===== src/rtl/riscv_mem_pkg.sv =====
// Shared memory-side constants for the RV32I core.
// Owner encoding tags which port a pending read response belongs to.
package riscv_mem_pkg;

   localparam int MEM_ADDR_W = 32;
   localparam int MEM_DATA_W = 32;

   typedef logic [1:0] own_t;

   localparam own_t OWN_NONE  = 2'b00;
   localparam own_t OWN_FETCH = 2'b10;
   localparam own_t OWN_DATA  = 2'b01;

endpackage


===== src/rtl/sat_counter.sv =====
// Up counter that sticks at all-ones.
// Async active-low clear.
module sat_counter #(
   parameter int W = 32
) (
   input  logic         clk,
   input  logic         rst_n,
   input  logic         en,
   output logic [W-1:0] q
);

   always_ff @(posedge clk or negedge rst_n) begin
      if (!rst_n)
         q <= '0;
      else if (en && (q != {W{1'b1}}))
         q <= q + W'(1);
   end

endmodule


===== src/rtl/mem_arbiter.sv =====
// Shares one single-port RAM between fetch and load/store.
// Data wins by default; a starvation counter forces fetch through.
module mem_arbiter
   import riscv_mem_pkg::*;
#(
   parameter int ADDR_W     = MEM_ADDR_W,
   parameter int DATA_W     = MEM_DATA_W,
   parameter int STARVE_MAX = 4
) (
   input  logic              clk,
   input  logic              rst_n,
   input  logic              if_req,
   input  logic [ADDR_W-1:0] if_addr,
   input  logic              if_flush,
   output logic              if_gnt,
   output logic              if_rvalid,
   output logic [DATA_W-1:0] if_rdata,
   input  logic              d_req,
   input  logic              d_we,
   input  logic [ADDR_W-1:0] d_addr,
   input  logic [DATA_W-1:0] d_wdata,
   output logic              d_gnt,
   output logic              d_rvalid,
   output logic [DATA_W-1:0] d_rdata,
   output logic              mem_en,
   output logic              mem_we,
   output logic [ADDR_W-1:0] mem_addr,
   output logic [DATA_W-1:0] mem_wdata,
   input  logic [DATA_W-1:0] mem_rdata,
   output logic [31:0]       perf_if_stall
);

   logic [3:0] starve_q;
   own_t       own_q;
   logic       flush_q;
   logic       fetch_win;

   always_comb begin
      fetch_win = if_req && (starve_q == 4'(STARVE_MAX));
      d_gnt     = d_req & ~fetch_win;
      if_gnt    = if_req & ~d_gnt;
   end

   always_comb begin
      mem_addr  = '0;
      mem_wdata = '0;
      unique case (1'b1)
         d_gnt: begin
            mem_addr  = d_addr;
            mem_wdata = d_wdata;
         end
         if_gnt: mem_addr = if_addr;
         default: ;
      endcase
   end

   assign mem_en = if_gnt | d_gnt;
   assign mem_we = d_gnt & d_we;

   always_ff @(posedge clk or negedge rst_n) begin
      if (!rst_n) begin
         starve_q <= '0;
         own_q    <= OWN_NONE;
         flush_q  <= 1'b0;
      end else begin
         if (if_gnt || !if_req)
            starve_q <= '0;
         else if (d_gnt)
            starve_q <= starve_q + 4'd1;
         own_q   <= {if_gnt, d_gnt & ~d_we};
         flush_q <= if_flush;
      end
   end

   // Late flush also kills the response in its return cycle
   assign if_rvalid = |(own_q & OWN_FETCH) & ~flush_q & ~if_flush;
   assign d_rvalid  = |(own_q & OWN_DATA);
   assign if_rdata  = mem_rdata;
   assign d_rdata   = mem_rdata;

   sat_counter #(.W(32)) u_stall (
      .clk   (clk),
      .rst_n (rst_n),
      .en    (if_req & ~if_gnt),
      .q     (perf_if_stall)
   );

endmodule


===== config.mk =====
export PLATFORM = sky130hd
export DESIGN_NAME = mem_arbiter
export DESIGN_NICKNAME = d
export VERILOG_FILES = /design/src/rtl/riscv_mem_pkg.sv /design/src/rtl/sat_counter.sv /design/src/rtl/mem_arbiter.sv
export SDC_FILE = /design/constraint.sdc
export NUM_CORES = 1
export LEC_CHECK = 0
export ABC_AREA = 1
export BUFFER_PORTS_ARGS = -buffer_cell sky130_fd_sc_hd__clkbuf_2
export CAP_MARGIN = 20
export CORE_AREA = 4 4 115 117
export CTS_BUF_LIST = sky130_fd_sc_hd__clkbuf_16
export DETAILED_ROUTE_END_ITERATION = 10
export DIE_AREA = 0 0 119 121
export PLACE_DENSITY = 0.64
export RECOVER_POWER = 100
export SYNTH_ARGS = -nofsm -noshare
export SYNTH_HDL_FRONTEND = slang
export SYNTH_SLANG_ARGS = --single-unit
export TNS_END_PERCENT = 10

===== constraint.sdc =====
create_clock -name clk -period 2.65 [get_ports clk]
set_clock_uncertainty 0.05 [all_clocks]
set_input_delay 0.6625 -clock clk [delete_from_list [all_inputs] [get_ports clk]]
set_output_delay 0.6625 -clock clk [all_outputs]
set_load 0.05 [all_outputs]

==> summary by stage <==
GRT
The number of antenna violations at the first check in global routing is 0. The global-route wire length before repair is between 20,000 and 25,000 um. The number of global-route vias before repair is 3,879. The total routing resource utilization after global routing is 21.9%. The total congestion overflow is 0. The maximum number of pins on one net before global-route repair is 40.

Logic synthesis
The number of nets in the synthesized netlist is ~680. The synthesized area is 0.00356 sq mm. In the synthesized netlist the async set-or-reset flop fraction comes to 100%. For this run, the register share of the synthesized area comes to a little over a quarter. The proportion of netlist area held by the largest area contributor is 27.4%. Sorting the synthesized cells by area gives the leading types as dfrtp_1 27%, nand2_1 16%, buf_4 14%, nor2_1 9.9%, a22o_1 7.9%. The most used flip-flop cell after synthesis is dfrtp_1.

After synthesis the netlist holds a flip-flop and latch count of 39. Yosys mapped a number of flops with a built-in enable equal to 0. The per-instance average area after synthesis is roughly 6.6 sq um. The number of distinct standard cells referenced by the synthesized netlist is 31. Yosys printed 0 warnings. The post-synthesis cell type with the largest combined area is dfrtp_1.

The cell count after synthesis came out at 541.

Detailed routing
The final layout contains routed wiring with a total length of 16,200 um. In this run the remaining antenna-violating nets after routing total 0. The routed wirelength normalized by instance count is 18.6 um.

The first-iteration detailed-routing DRC count is 228. The post-detailed-route DRC marker count is 0. The detailed router placed 3,959 vias in this run. Dividing the detail-routed via count by the number of cells gives 4.53. The first-pass detailed-route iteration total is 4.

Cells and area
The layout-stage area growth over the synthesis result is 60.5%. The filler cell count in the final layout is 1,242. Cells fill 46.3% of the core in the end. The final layout contains 837 nets. The sequential cell area in the final layout is 976 sq um. Cells with a size suffix above 1 make up 38.5% of the layout. The antenna diode count is 0. The area of the multi-input gates is 0.00184 sq mm.

Timing
The normalized max-slew margin is 29.8%. The final period demand of the worst path is 2.62 ns. Based on the critical path, the design can be clocked at up to 0.381 GHz. The final critical path takes up 99.0% of the cycle. The max-slew violation count is 0. Across all hold checks on the routed design, the worst slack comes to 0.464 ns. Setup repair after global routing could not meet its margin everywhere.

The number of hold violations in the final report is 0. For the pin with the worst max-slew slack, the measured transition is 1.05 ns. Summed over all failing endpoints, the final setup total negative slack is 0 ns.

The final setup violation count is 0.

Floorplan
The width of the die is 119 um. The die height is between 100 and 150 um. The starting density of the core is roughly 29%. In this run the core area contains 41 standard-cell rows. The area enclosed by the die boundary is 0.0144 sq mm. In this run the standard cell core region covers 0.0124 sq mm. 300 I/O pins were placed.

Critical path
In this run the critical register-to-register path is launched from u_stall.q[0]. In this run the critical register-to-register path is captured at u_stall.q[16]. The slack of the worst reg-to-reg path is roughly 0.62 ns. The source of the critical timing path is starve_q[0].

The number of cells on the worst reg-to-reg path is 10. The endpoint of the most critical setup path is mem_wdata[0]. The highest fanout seen on the critical path is 7.

By startpoint and endpoint, the worst setup path is classified as reg2out. The required time of the worst setup path is 1.94 ns. The data arrival at the endpoint of the critical path is ~1.9 ns. The most numerous cell on the critical path is buf_12. Counting both buffers and inverters, the worst setup path holds a total of 4. The signal on the critical path passes through inv_1 > ha_2 > nand4_1 > nand2_2 > buf_12 > buf_4 > nor2_1 > buf_12. STA classifies the critical path startpoint as a flop. The logic depth of the worst setup path including buffers is 8. On the critical path, the stage with the largest delay is an instance of nor2_1. In this design, the largest share of critical-path delay is due to buffers and inverters.

STA classifies the critical path endpoint as a primary output. The maximum single-stage delay on the critical path is approximately 0.38 ns.

Clock network
Clock tree synthesis found a total of 39 sinks. The clock passes through at most 2 buffers. The TritonCTS clock tree is built.

The number of clock buffers added by TritonCTS is 5. The tree is rooted in a clkbuf_16. For the worst-skew pair, the clock arrives at the later sink with an insertion delay of 0.29 ns.

After clock tree synthesis, the clock-pin slew on the worst setup and hold paths is 0.06 ns. The H-tree level count is 2.

Hold path
The cell count of the worst hold path is 1. The path type of the worst min-delay path is in2reg.

Place
The congestion estimate from routability-driven global placement came to 0.983. The placed wire-length estimate after detailed placement is 12,900 um. Input and output buffers added on the ports amount to 203.

Job
The reported max-cap violation count is 0.

Pwr
The static leakage is 2.96 nW. After layout, the design draws a total of 2.51 mW. The maximum ir drop on the vdd rail is 264 uV. Power spread over the standard cell area amounts to ~440 mW/mm^2.

Run status
The run finished with clean final reports.
-- cells in the mapped netlist, drive strengths merged, types with 5 or more instances --
cell and n:
a22o 32, buf 73, clkbuf 5, dfrtp 39, inv 71, nand2 157
nand3 28, nand4 9, nor2 100, xnor2 6, xor2 6
-- cells in the final DEF (no fill, tap or decap), types with 19 or more instances in the layout --
master    Yosys  routed
nand2_1     151     149
dfrtp_1      39      39
buf_4        65      19
clkbuf_2      0     137
nand3_1      27      27
nor2_1       94      88
inv_1        70      68
buf_8         0      21
a22o_1       32      25
buf_12        0      49
-- worst min path at each step --
stage / to / from / slack, ns
global placement: starve_q[0] / starve_q[0] / 0.43
global route: flush_q / if_flush / 0.47
floorplan: flush_q / rst_n / 0.32
CTS: u_stall.q[10] / rst_n / 0.40
finish: flush_q / if_flush / 0.46
detailed placement: starve_q[0] / starve_q[0] / 0.43
-- power breakdown --
group | total [mW] | switching [mW] | internal [mW]
clock | 0.819 | 0.272 | 0.547
combinational | 1.02 | 0.604 | 0.413
sequential | 0.675 | 0.0501 | 0.625
-- timing repair --
action	CTS	global route
hold endpoints to repair	0	0
gates cloned	2	1
pin swaps	2	12
resized for setup	55	34
setup buffers	6	0
hold buffers	0	0
endpoints found under the setup margin	33	38
-- metrics by stage --
| stage | setup slack, ns | std cells | cell area (sq um) |
|---|---|---|---|
| CTS | 0.0270 | 872 | 5630 |
| finish | 0.0268 | 873 | 5720 |
| global route | -0.0623 | 873 | 5720 |
| global placement | 0.0731 | 856 | 5090 |
| detailed placement | 0.0520 | 856 | 5090 |
| floorplan | 0.00180 | 541 | 3560 |
-- logic make-up (layout without fill, tap and decap cells) --
family	after synthesis	in the layout	share of synthesized area [%]
flops	39	39	27.4
simple gates	301	301	36.7
fa+ha+maj	3	3	1.05
buf+inv	149	309	23.4
xor+xnor	12	12	2.95
compound gates	37	37	8.57
-- final cells by class --
class / instances / area share, %
multi-input cells: 353 / 32.2
repair buffers: 230 / 38.6
inverters: 71 / 4.92
flip-flops and latches: 39 / 17.1
clock inverters: 3 / 1.25
well taps: 172 / 3.76
clock buffers: 5 / 2.19
-- flip-flops by register name (all words and copies together) (netlist names) --
| register | cells |
|---|---|
| own_q | 2 |
| flush_q | 1 |
| u_stall.q | 32 |
| starve_q | 4 |
-- routing by layer --
layer	GRT usage (%)	part of all wire [%]	vias up
met5	0	0	-
met4	4.71	1.5	0
met3	10.6	14	22
met2	27.5	38	204
met1	32.8	47	1806
li1	-	-	1927
Power figures use the tool's default switching activity.
